===== config.mk =====
export PLATFORM = sky130hd
export DESIGN_NAME = key_lock_ctrl
export DESIGN_NICKNAME = d
export VERILOG_FILES = /design/src/rtl/lock_pkg.sv /design/src/rtl/key_debounce.sv /design/src/rtl/key_lock_ctrl.sv
export SDC_FILE = /design/constraint.sdc
export NUM_CORES = 1
export LEC_CHECK = 0
export CAP_MARGIN = 20
export CORE_MARGIN = 3
export CORE_UTILIZATION = 50
export DETAILED_ROUTE_END_ITERATION = 10
export GPL_ROUTABILITY_DRIVEN = 0
export HOLD_SLACK_MARGIN = 0.08
export PLACE_DENSITY = 0.77
export SLEW_MARGIN = 5
export SYNTH_ARGS = -nofsm -noshare
export SYNTH_HDL_FRONTEND = slang
export SYNTH_SLANG_ARGS = --single-unit

===== constraint.sdc =====
create_clock -name fin -period 4.5 [get_ports fin]
set_input_delay 0.9 -clock fin [delete_from_list [all_inputs] [get_ports fin]]
set_output_delay 0.9 -clock fin [all_outputs]
set_load 0.01 [all_outputs]

===== src/rtl/lock_pkg.sv =====
// Shared types and constants for the keypad lock: FSM state encoding,
// seven-segment patterns (common anode, {abcdefg}, active-low) and key codes.
package lock_pkg;

   typedef enum logic [2:0] {
      ST_ENTRY   = 3'd0,
      ST_CHECK   = 3'd1,
      ST_OPEN    = 3'd2,
      ST_FAIL    = 3'd3,
      ST_LOCKOUT = 3'd4
   } lock_state_e;

   localparam logic [3:0] KEY_STAR = 4'd10;
   localparam logic [3:0] KEY_HASH = 4'd11;

   localparam logic [6:0] SEG_D0    = 7'b0000001;
   localparam logic [6:0] SEG_D1    = 7'b1001111;
   localparam logic [6:0] SEG_D2    = 7'b0010010;
   localparam logic [6:0] SEG_D3    = 7'b0000110;
   localparam logic [6:0] SEG_D4    = 7'b1001100;
   localparam logic [6:0] SEG_D5    = 7'b0100100;
   localparam logic [6:0] SEG_D6    = 7'b0100000;
   localparam logic [6:0] SEG_D7    = 7'b0001111;
   localparam logic [6:0] SEG_D8    = 7'b0000000;
   localparam logic [6:0] SEG_D9    = 7'b0000100;
   localparam logic [6:0] SEG_DASH  = 7'b1111110;
   localparam logic [6:0] SEG_BLANK = 7'b1111111;

   // Non-digit codes render as blank so a stray value never lights segments.
   function automatic logic [6:0] code_to_seg(input logic [3:0] code);
      logic [6:0] seg;
      case (code)
         4'd0:    seg = SEG_D0;
         4'd1:    seg = SEG_D1;
         4'd2:    seg = SEG_D2;
         4'd3:    seg = SEG_D3;
         4'd4:    seg = SEG_D4;
         4'd5:    seg = SEG_D5;
         4'd6:    seg = SEG_D6;
         4'd7:    seg = SEG_D7;
         4'd8:    seg = SEG_D8;
         4'd9:    seg = SEG_D9;
         default: seg = SEG_BLANK;
      endcase
      return seg;
   endfunction

endpackage


===== src/rtl/key_debounce.sv =====
// Keypad front end: synchronises key_valid, requires a stable level and code
// for DEB_CYC cycles, and emits a single-cycle press event per touch.
module key_debounce
   import lock_pkg::*;
#(
   parameter logic [15:0] DEB_CYC = 16'd1000
) (
   input  logic       fin,
   input  logic       rst,
   input  logic       key_valid,
   input  logic [3:0] key_code,
   output logic       press,
   output logic [3:0] press_code
);

   logic [1:0]  sync_q;
   logic [3:0]  code_q;
   logic [15:0] stab_q, stab_d;
   logic        armed_q, armed_d;
   logic        press_q, press_d;
   logic [3:0]  pcode_q, pcode_d;

   // armed_q high: waiting for a stable press; low: waiting for a stable release.
   always_comb begin
      stab_d  = stab_q;
      armed_d = armed_q;
      press_d = 1'b0;
      pcode_d = pcode_q;
      if (armed_q) begin
         if (sync_q[1] && (key_code == code_q)) begin
            if (stab_q == DEB_CYC - 16'd1) begin
               press_d = 1'b1;
               pcode_d = key_code;
               armed_d = 1'b0;
               stab_d  = '0;
            end else begin
               stab_d = stab_q + 16'd1;
            end
         end else begin
            stab_d = '0;
         end
      end else begin
         if (!sync_q[1]) begin
            if (stab_q == DEB_CYC - 16'd1) begin
               armed_d = 1'b1;
               stab_d  = '0;
            end else begin
               stab_d = stab_q + 16'd1;
            end
         end else begin
            stab_d = '0;
         end
      end
   end

   // Synchroniser, code history and debounce state.
   always_ff @(posedge fin or posedge rst) begin
      if (rst) begin
         sync_q  <= '0;
         code_q  <= '0;
         stab_q  <= '0;
         armed_q <= 1'b1;
         press_q <= 1'b0;
         pcode_q <= '0;
      end else begin
         sync_q  <= {sync_q[0], key_valid};
         code_q  <= key_code;
         stab_q  <= stab_d;
         armed_q <= armed_d;
         press_q <= press_d;
         pcode_q <= pcode_d;
      end
   end

   assign press      = press_q;
   assign press_code = pcode_q;

endmodule


===== src/rtl/key_lock_ctrl.sv =====
// Four-digit keypad lock: digit entry buffer, password check, timed unlock,
// lockout after three consecutive failures, and a multiplexed 4-digit display.
module key_lock_ctrl
   import lock_pkg::*;
#(
   parameter logic [15:0] DEB_CYC  = 16'd1000,
   parameter logic [15:0] SCAN_DIV = 16'd32768,
   parameter logic [15:0] PASSWORD = 16'h1234,
   parameter logic [23:0] OPEN_CYC = 24'd5000000,
   parameter logic [23:0] LOCK_CYC = 24'd15000000
) (
   input  logic       fin,
   input  logic       rst,
   input  logic [3:0] key_code,
   input  logic       key_valid,
   output logic [6:0] seg_S,
   output logic [3:0] dig_sel,
   output logic       unlock,
   output logic       alarm
);

   logic        press;
   logic [3:0]  press_code;

   lock_state_e state_q, state_d;
   logic [15:0] buf_q, buf_d;      // {d3,d2,d1,d0}, d0 = most recent digit
   logic [2:0]  cnt_q, cnt_d;
   logic [1:0]  fail_q, fail_d;
   logic [23:0] tmr_q, tmr_d;

   logic [15:0] scan_q, scan_d;
   logic [1:0]  slot_q, slot_d;
   logic [3:0]  dig_q, dig_d;
   logic [6:0]  seg_q, seg_d;
   logic [3:0]  digit;

   key_debounce #(.DEB_CYC(DEB_CYC)) u_deb (
      .fin        (fin),
      .rst        (rst),
      .key_valid  (key_valid),
      .key_code   (key_code),
      .press      (press),
      .press_code (press_code)
   );

   // Lock FSM next state; presses only matter in ENTRY.
   always_comb begin
      state_d = state_q;
      buf_d   = buf_q;
      cnt_d   = cnt_q;
      fail_d  = fail_q;
      tmr_d   = tmr_q;
      case (state_q)
         ST_ENTRY: begin
            if (press) begin
               if (press_code <= 4'd9) begin
                  buf_d = {buf_q[11:0], press_code};
                  if (cnt_q != 3'd4) cnt_d = cnt_q + 3'd1;
               end else if (press_code == KEY_STAR) begin
                  buf_d = '0;
                  cnt_d = '0;
               end else if (press_code == KEY_HASH) begin
                  state_d = ST_CHECK;
               end
            end
         end
         ST_CHECK: begin
            tmr_d = '0;
            if ((cnt_q == 3'd4) && (buf_q == PASSWORD)) state_d = ST_OPEN;
            else                                         state_d = ST_FAIL;
         end
         ST_OPEN: begin
            fail_d = '0;
            if (tmr_q == OPEN_CYC - 24'd1) begin
               tmr_d   = '0;
               buf_d   = '0;
               cnt_d   = '0;
               state_d = ST_ENTRY;
            end else begin
               tmr_d = tmr_q + 24'd1;
            end
         end
         ST_FAIL: begin
            fail_d = fail_q + 2'd1;
            buf_d  = '0;
            cnt_d  = '0;
            tmr_d  = '0;
            if (fail_q == 2'd2) state_d = ST_LOCKOUT;
            else                state_d = ST_ENTRY;
         end
         ST_LOCKOUT: begin
            if (tmr_q == LOCK_CYC - 24'd1) begin
               tmr_d   = '0;
               fail_d  = '0;
               state_d = ST_ENTRY;
            end else begin
               tmr_d = tmr_q + 24'd1;
            end
         end
         default: state_d = ST_ENTRY;
      endcase
   end

   // Lock FSM registers.
   always_ff @(posedge fin or posedge rst) begin
      if (rst) begin
         state_q <= ST_ENTRY;
         buf_q   <= '0;
         cnt_q   <= '0;
         fail_q  <= '0;
         tmr_q   <= '0;
      end else begin
         state_q <= state_d;
         buf_q   <= buf_d;
         cnt_q   <= cnt_d;
         fail_q  <= fail_d;
         tmr_q   <= tmr_d;
      end
   end

   // Scan timing and per-slot segment selection for the display registers.
   always_comb begin
      scan_d = scan_q + 16'd1;
      slot_d = slot_q;
      if (scan_q == SCAN_DIV - 16'd1) begin
         scan_d = '0;
         slot_d = slot_q + 2'd1;
      end
      case (slot_q)
         2'd0:    digit = buf_q[3:0];
         2'd1:    digit = buf_q[7:4];
         2'd2:    digit = buf_q[11:8];
         default: digit = buf_q[15:12];
      endcase
      dig_d = 4'b0001 << slot_q;
      case (state_q)
         ST_OPEN:    seg_d = SEG_D0;
         ST_LOCKOUT: seg_d = SEG_DASH;
         default:    seg_d = ({1'b0, slot_q} < cnt_q) ? code_to_seg(digit) : SEG_BLANK;
      endcase
   end

   // Display registers: outputs follow the slot counter by one cycle.
   always_ff @(posedge fin or posedge rst) begin
      if (rst) begin
         scan_q <= '0;
         slot_q <= '0;
         dig_q  <= 4'b0001;
         seg_q  <= SEG_BLANK;
      end else begin
         scan_q <= scan_d;
         slot_q <= slot_d;
         dig_q  <= dig_d;
         seg_q  <= seg_d;
      end
   end

   assign seg_S   = seg_q;
   assign dig_sel = dig_q;
   assign unlock  = (state_q == ST_OPEN);
   assign alarm   = (state_q == ST_LOCKOUT);

endmodule


==> qor_table.md, run 1 <==
| Item | This run | Unit |
|---|---|---|
| Status | complete, no violations | - |
| Share of the clock period used by the worst path | 70.0 | % |
| Sequential share of the synthesized area | 50.9 | % |
| Number of antenna cells inserted | 0 | - |
| Avg WL per Cell | 14.6 | um |
| Total power consumption of the routed design | 1.57 | mW |
| Die area | 11,600 | um^2 |
| Cell Area, Synth | 5190 | um^2 |
| Count of state elements after synthesis | 105 | - |
| Global-route wire length before repair | 16,600 | um |
| Kind of end point of the critical path | output pin | - |
| Clock tree from TritonCTS | built | - |
| Post-synth cell types | 55 | - |
| Upper clock frequency limit | 0.318 | GHz |
| Clk sinks | 105 | - |
| Kind of critical path | flop to output pin | - |
| Worst-Skew Late Latency | 0.37 | ns |
| Net count reported at finish | 543 | - |
| Placed insts | 640 | - |
| Net Count, Synth | 523 | - |
| Number of failing hold endpoints at the final stage | 0 | - |
| Number of top-level pins | 20 | - |
| Routed wire length | 9620 | um |
| Worst Hold Class | flop to flop | - |
| # resized after CTS | 0 | - |
| Clock-pin slew of the registers on the worst-case setup and hold paths | 0.11 | ns |
| Setup violation total in the final timing report | 0 | - |
| Number of fill cells in the layout | 852 | - |
| Met1 track utilization from global routing | 24.8 | % |
| Maximum number of pins on one net before global-route repair | 46 | - |
| Maximum level of the CTS H-tree | 3 | - |
| Number of rows in the core area | 36 | - |
| Compound-cell area share of the yosys netlist | 9.52 | % |
| Cells taking the most area after synthesis | sky130_fd_sc_hd__dfrtp_1, sky130_fd_sc_hd__xnor2_1, sky130_fd_sc_hd__nor2_1 | - |
| Arrival @ worst endpoint | 2.25 | ns |
| Fraction of layout instances using a drive strength above 1 | 9.92 | % |
| Vias in the first global route | 3,520 | - |
| Die outline height | 108 | um |
| Setup skew after layout | 0.0198 | ns |
| Post-Syn Instances | 499 | - |
| # port buffers | 19 | - |
| Most Used Layer, Global Route | met2 | - |
| Hold buffer count at cts | 0 | - |
| Portion of synthesized cell area occupied by the leading cell type | 46.3 | % |
| Ranking of synthesized cells by instance count | sky130_fd_sc_hd__dfrtp_1, sky130_fd_sc_hd__nor2_1, sky130_fd_sc_hd__xnor2_1 | - |
| Most area-hungry cell type in the Yosys netlist | sky130_fd_sc_hd__dfrtp_1 | - |
| Area of the placeable core | 9910 | um^2 |
| Effective utilization at floorplan | 52.4 | % |
| Chip width | 108 | um |
| Antenna violations before repair | 0 | - |
| Critical path, cell by cell | nor2b_1 > nand2_1 > inv_1 > clkdlybuf4s50_1 | - |
| Worst slew margin relative to its limit | 37.0 | % |
| Crit path max-delay family | buffers and inverters | - |
| Max Transition Viols Final | 0 | - |
| Setup Fix Bufs, Post-CTS | 0 | - |
| Post-Layout Cell Count | 657 | - |
| Via density | 5.63 | - |
| Required time reported for the critical path endpoint | 3.60 | ns |
| Remaining global-route overflow | 0 | - |
| Simple-gate area share of the yosys netlist | 20.1 | % |
| Slew @ Worst Pin | 0.937 | ns |
| Hpwl dp | 6830 | um |
| Area share of xor/xnor cells in the synthesized design | 8.78 | % |
| Slowest cell on the critical path | sky130_fd_sc_hd__dfrtp_1 | - |
| Count of buffer and inverter cells on the critical path | 2 | - |
| Total negative setup slack | 0 | ns |
| Final routed DRC violation total | 0 | - |
| Total via count after detailed routing | 3,699 | - |
| GR Util met3 | 3.18 | % |
| Crit path max fanout | 13 | - |
| Num CTS Buffers | 9 | - |
| EDFF count, synth | 0 | - |
| Average cell area after synthesis | 10.4 | um^2 |
| Slowest cell delay on critical path | 0.55 | ns |
| Global-route usage over all layers | 17.8 | % |
| Portion of netlist area occupied by mux cells | 3.45 | % |
| Final worst hold slack | 0.375 | ns |
| Pre-antenna DRT Iters | 4 | - |
| Most frequent cell after synthesis | sky130_fd_sc_hd__dfrtp_1 | - |
| Main combinational cell family by area after synthesis | simple AND/OR/NAND/NOR gates | - |
| First DRT Iteration DRCs | 153 | - |
| Type of element launching the critical path | flop | - |
| Time the worst path needs with I/O delays and setup | 3.15 | ns |
| Fraction of the core area covered by cells at the end of the flow | 57.7 | % |
| Met2 Use GR | 27.9 | % |
| Adder-Cell Fraction of Synth Area | 4.10 | % |
| Ys async rst share | 100 | % |
| CTS max path bufs | 2 | - |
| Clock Tree Root | sky130_fd_sc_hd__clkbuf_8 | - |
| Standby leakage power | 2.44 | nW |
| Max rail drop VDD | 0.000132 | V |
| Primary FF master, synth | sky130_fd_sc_hd__dfrtp_1 | - |
| Max cap viols | 0 | - |
| Number of antenna-violating nets in the routed design | 0 | - |
| Area added between synthesis and finish | 10.2 | % |
| RSZ-0062 raised after global routing | false | - |
| Number of warnings printed during yosys synthesis | 0 | - |
| Power per cell area | 275 | nW/um^2 |
## worst paths after layout
check	from	end	slack, ns	depth (start not counted)
worst max register to register	slot_q[1]	seg_S[2]	1.95	9
min in group asynchronous	rst	tmr_q[15]	0.87	2
worst min register to register	u_deb.sync_q[0]	u_deb.sync_q[1]	0.38	0
max in group asynchronous	rst	u_deb.armed_q	2.74	3
worst max-delay path	state_q[1]	unlock	1.35	4
worst min-delay path	u_deb.sync_q[0]	u_deb.sync_q[1]	0.38	0
## sequential cells by signal, summed over array words and instances, names as in the netlist
register / count
buf_q: 16
cnt_q: 3
dig_sel: 4
fail_q: 2
scan_q: 16
seg_S: 7
slot_q: 2
state_q: 3
tmr_q: 24
u_deb.armed_q: 1
u_deb.code_q: 4
u_deb.press: 1
u_deb.press_code: 4
u_deb.stab_q: 16
u_deb.sync_q: 2
## worst reg2reg max path: stages, from the launching register on
cell and delay (ns):
sky130_fd_sc_hd__dfrtp_1 0.45, sky130_fd_sc_hd__inv_1 0.13, sky130_fd_sc_hd__ha_1 0.29, sky130_fd_sc_hd__a222oi_1 0.16, sky130_fd_sc_hd__mux2_2 0.34, sky130_fd_sc_hd__ha_1 0.23, sky130_fd_sc_hd__mux2_2 0.26, sky130_fd_sc_hd__o21ai_0 0.22
sky130_fd_sc_hd__nor3_1 0.08, sky130_fd_sc_hd__a311oi_1 0.29
## cell type report
class	count	area (um^2)	share of cell area (%)
repair buffers	24	228	3.98
clock inverters	7	80.1	1.40
inverters	26	100	1.75
clock buffers	9	124	2.17
well taps	133	166	2.91
flip-flops and latches	105	2640	46.1
multi-input cells	353	2380	41.7
## metrics by stage
stage / cell area, um^2 / setup WS [ns]
after floorplan: 5190 / 0.854
after global placement: 5510 / 1.83
after detailed placement: 5510 / 1.74
after CTS: 5710 / 1.33
after global routing: 5720 / 1.18
final: 5720 / 1.35
## per-layer routing
metal  vias up  part of all wire [%]  routed length (um)
li1       1802                     -                   -
met1      1814                    47                4500
met2        72                    48                4650
met3        11                   3.4                 324
met4         0                   1.5                 140
met5         -                     0                   0
## power breakdown
| part | switching, mW | total [mW] | internal, mW |
|---|---|---|---|
| sequential | 0.00373 | 0.952 | 0.948 |
| clock | 0.361 | 0.583 | 0.222 |
| combinational | 0.0252 | 0.0367 | 0.0115 |
| total | 0.390 | 1.57 | 1.18 |
## cells by family (layout without fill, tap and decap cells)
| kind of cell | count (synthesis) | count (layout) |
|---|---|---|
| xor gates and xnor gates | 52 | 52 |
| DFF | 105 | 105 |
| buffers and inverters | 41 | 66 |
| adders and majority gates | 17 | 17 |
| muxes | 15 | 15 |
| AOI/OAI and AO/OA | 69 | 69 |
| and+or+nand+nor | 200 | 200 |
## cells in the final DEF (no fill, tap or decap), types with 5 or more instances in the layout
| cell type | netlist | layout |
|---|---|---|
| sky130_fd_sc_hd__ha_1 | 17 | 17 |
| sky130_fd_sc_hd__mux2_2 | 7 | 7 |
| sky130_fd_sc_hd__nor4_1 | 5 | 5 |
| sky130_fd_sc_hd__clkdlybuf4s50_1 | 0 | 19 |
| sky130_fd_sc_hd__a21oi_1 | 15 | 15 |
| sky130_fd_sc_hd__dfstp_2 | 9 | 9 |
| sky130_fd_sc_hd__inv_1 | 26 | 25 |
| sky130_fd_sc_hd__o21ai_0 | 14 | 14 |
| sky130_fd_sc_hd__a22o_1 | 16 | 16 |
| sky130_fd_sc_hd__xnor2_1 | 35 | 35 |
| sky130_fd_sc_hd__nand3_1 | 19 | 19 |
| sky130_fd_sc_hd__xor2_1 | 17 | 17 |
| sky130_fd_sc_hd__and3_1 | 7 | 7 |
| sky130_fd_sc_hd__buf_4 | 0 | 5 |
| sky130_fd_sc_hd__nor2_1 | 65 | 65 |
| sky130_fd_sc_hd__nand2_1 | 28 | 28 |
| sky130_fd_sc_hd__nor3_1 | 21 | 21 |
| sky130_fd_sc_hd__dfrtp_1 | 96 | 96 |
| sky130_fd_sc_hd__nand4_1 | 19 | 19 |
| sky130_fd_sc_hd__clkbuf_8 | 0 | 9 |
(Power assumes the default switching activity.)
==> run 2: changes to the inputs <==
==> constraint.sdc (replaced) <==
create_clock -name fin -period 2.9 [get_ports fin]
set_input_delay 0.58 -clock fin [delete_from_list [all_inputs] [get_ports fin]]
set_output_delay 0.58 -clock fin [all_outputs]
set_load 0.01 [all_outputs]
==> qor_table.md, run 2 (synthesized netlist as in run 1, its figures left out) <==
| Item | This run | Unit | Delta |
|---|---|---|---|
| Status | complete, no violations | - |  |
| Global-route usage over all layers | 17.8 | % | about the same |
| Max FFs per register | 24 | - | unchanged |
| Effective utilization at floorplan | 52.4 | % | unchanged |
| Total negative setup slack | 0 | ns | unchanged |
| Antenna violations before repair | 0 | - | unchanged |
| Required time reported for the critical path endpoint | 2.32 | ns | -1.28 ns |
| Cells on Worst Hold Path | 0 | - | unchanged |
| Chip width | 108 | um | unchanged |
| Placed instance area | 5540 | um^2 | +0.52% |
| Total via count after detailed routing | 3,688 | - | -0.30% |
| Worst-Skew Late Latency | 0.37 | ns | about the same |
| Pre-antenna DRT Iters | 5 | - | +1 |
| Clock-pin slew of the registers on the worst-case setup and hold paths | 0.10 | ns | about the same |
| Setup Fix Bufs, Post-CTS | 0 | - | unchanged |
| Crit path max fanout | 13 | - | unchanged |
| Most used cells in the layout excluding fill and tap cells | sky130_fd_sc_hd__dfrtp_1, sky130_fd_sc_hd__nor2_1, sky130_fd_sc_hd__xnor2_1, sky130_fd_sc_hd__nand2_1, sky130_fd_sc_hd__inv_1 | - |  |
| Via density | 5.60 | - | -0.60% |
| Arrival @ worst endpoint | 2.02 | ns | -0.23 ns |
| Number of antenna-violating nets in the routed design | 0 | - | unchanged |
| Number of rows in the core area | 36 | - | unchanged |
| Hold buffer count at cts | 0 | - | unchanged |
| Max cap viols | 0 | - | unchanged |
| Net count reported at finish | 545 | - | +0.37% |
| Slowest cell delay on critical path | 0.58 | ns | +0.03 ns |
| Power per cell area | 416 | nW/um^2 | +52% |
| Critical path, cell by cell | nor2b_1 > nand2_1 > inv_1 > clkdlybuf4s50_1 | - |  |
| Slew @ Worst Pin | 0.580 | ns | -0.357 ns |
| Type of element launching the critical path | flop | - |  |
| Reg2Reg Launch Point | slot_q[0] | - |  |
| Die area | 11,600 | um^2 | unchanged |
| Switching share of power | 23.7 | % | -1.1 points |
| Combinational power share | 2.5 | % | +0.2 points |
| Num CTS Buffers | 9 | - | unchanged |
| Kind of end point of the critical path | output pin | - |  |
| Clock network fraction of design power | 35.6 | % | -1.5 points |
| Kind of critical path | flop to output pin | - |  |
| Max rail drop VDD | 0.000314 | V | +140% |
| RSZ-0062 raised after global routing | false | - |  |
| R2r setup slk | 0.54 | ns | -1.41 ns |
| Sequential share of power | 61.9 | % | +1.3 points |
| Upper clock frequency limit | 0.385 | GHz |  |
| # port buffers | 19 | - | unchanged |
| Worst slew margin relative to its limit | 60.9 | % | +24 points |
| Number of antenna cells inserted | 0 | - | unchanged |
| Clock tree from TritonCTS | built | - |  |
| Fraction of layout instances using a drive strength above 1 | 10.3 | % | +0.34 points |
| Share of the clock period used by the worst path | 89.6 | % |  |
| Area added between synthesis and finish | 10.4 | % |  |
| Worst Hold Class | flop to flop | - |  |
| Internal power summed over all cells | 1.82 | mW | +54% |
| Maximum number of pins on one net before global-route repair | 106 | - | +130% |
| Die outline height | 108 | um | unchanged |
| Worst Min Path Start | u_deb.sync_q[0] | - |  |
| First DRT Iteration DRCs | 225 | - | +47% |
| Avg WL per Cell | 14.6 | um | -0.53% |
| Area of the placeable core | 9910 | um^2 | unchanged |
| Slowest cell on the critical path | sky130_fd_sc_hd__dfrtp_1 | - |  |
| Routed wire length | 9600 | um | -0.23% |
| Global-route wire length before repair | 16,800 | um | +1.7% |
| Standby leakage power | 2.45 | nW | +0.40% |
| Total net switching power | 0.565 | mW | +45% |
| Number of failing hold endpoints at the final stage | 0 | - | unchanged |
| Largest register by flop count | tmr_q | - |  |
| Vias in the first global route | 3,559 | - | +1.1% |
| Remaining global-route overflow | 0 | - | unchanged |
| Clock Tree Root | sky130_fd_sc_hd__clkbuf_8 | - |  |
| # resized after CTS | 0 | - | unchanged |
| Maximum level of the CTS H-tree | 3 | - | unchanged |
| Clk sinks | 105 | - | unchanged |
| Time the worst path needs with I/O delays and setup | 2.60 | ns |  |
| Setup violation total in the final timing report | 0 | - | unchanged |
| Reg2reg end | seg_S[2] | - |  |
| Post-layout instance area | 5730 | um^2 | +0.13% |
| Hold path endpoint | u_deb.sync_q[1] | - |  |
| Most common cell after layout, fill and taps aside | sky130_fd_sc_hd__dfrtp_1 | - |  |
| Worst Reg2Reg Path Length in Cells | 9 | - | unchanged |
| CTS max path bufs | 2 | - | unchanged |
| Final routed DRC violation total | 0 | - | unchanged |
| Setup skew after layout | 0.0136 | ns | -0.00615 ns |
| Number of top-level pins | 20 | - | unchanged |
| Max Transition Viols Final | 0 | - | unchanged |
| Hpwl dp | 6680 | um | -2.2% |
-- run 2: cell types whose count changed in the layout (fill, tap and decap cells not counted), sizes merged --
cell / delta
inv: -1
clkinv: +1
buf: +2
-- run 2: how the worst max path moves through the flow --
stage / slack, ns / to / start / cells after the start
finish: 0.30 / unlock / state_q[1] / 4
global route: 0.14 / unlock / state_q[1] / 4
CTS: 0.31 / unlock / state_q[1] / 4
detailed placement: 0.48 / u_deb.press_code[2] / key_code[3] / 6
global placement: 0.54 / u_deb.press_code[0] / key_code[3] / 6
floorplan: 0.68 / seg_S[2] / slot_q[1] / 8
-- run 2: worst max-delay path: cells and delay by family, from the launching register on --
family | cells | cell delay, ns
buffers and inverters | 2 | 0.70
and+or+nand+nor | 2 | 0.37
DFF | 1 | 0.58
-- run 2: layer usage --
layer  part of all wire (%)  routed length (um)  vias to the layer above  GRT usage [%]
met1                     47                4470                     1807           24.6
met4                    1.0                  98                        0           4.15
met2                     48                4620                       74           29.0
met5                      0                   0                        -              0
li1                       -                   -                     1799              -
met3                    4.3                 409                        8           3.66
-- run 2: stage by stage --
stage	worst slack (ns)	total power, mW	utilization (%)	hold slack, ns	instances
after floorplan	0.683	1.54	-	0.331	499
after global placement	0.544	1.56	55.9	0.334	642
after detailed placement	0.479	1.57	55.9	0.340	642
after CTS	0.312	2.42	57.7	0.365	658
after global routing	0.140	2.49	57.8	0.370	659
final	0.301	2.38	57.8	0.359	659
-- run 2: final cells by class --
class / count / area (um^2)
Clock buffer: 9 / 124
Clock inverter: 7 / 58.8
Fill cell: 862 / 4180
Inverter: 26 / 101
Multi-Input combinational cell: 353 / 2380
Sequential cell: 105 / 2640
Tap cell: 133 / 166
Timing Repair Buffer: 26 / 255
-- run 2: power groups by stage --
| stage | logic (mW) | registers (mW) | clock network (mW) |
|---|---|---|---|
| after floorplan | 0.0375 | 1.50 | 0 |
| after global placement | 0.0600 | 1.50 | 0 |
| after detailed placement | 0.0616 | 1.51 | 0 |
| after CTS | 0.0619 | 1.48 | 0.883 |
| after global routing | 0.0677 | 1.48 | 0.942 |
| final | 0.0591 | 1.48 | 0.849 |
==> run 3: changes to the inputs <==
--- a/config.mk
+++ b/config.mk
@@ -8,6 +8,7 @@
 export CAP_MARGIN = 20
 export CORE_MARGIN = 3
 export CORE_UTILIZATION = 50
+export CTS_BUF_LIST = sky130_fd_sc_hd__clkbuf_2 sky130_fd_sc_hd__clkbuf_4 sky130_fd_sc_hd__clkbuf_8
 export DETAILED_ROUTE_END_ITERATION = 10
 export GPL_ROUTABILITY_DRIVEN = 0
 export HOLD_SLACK_MARGIN = 0.08
==> results of run 3 <==
Same layout as run 2: the final DEF is identical, and so are final timing and power.
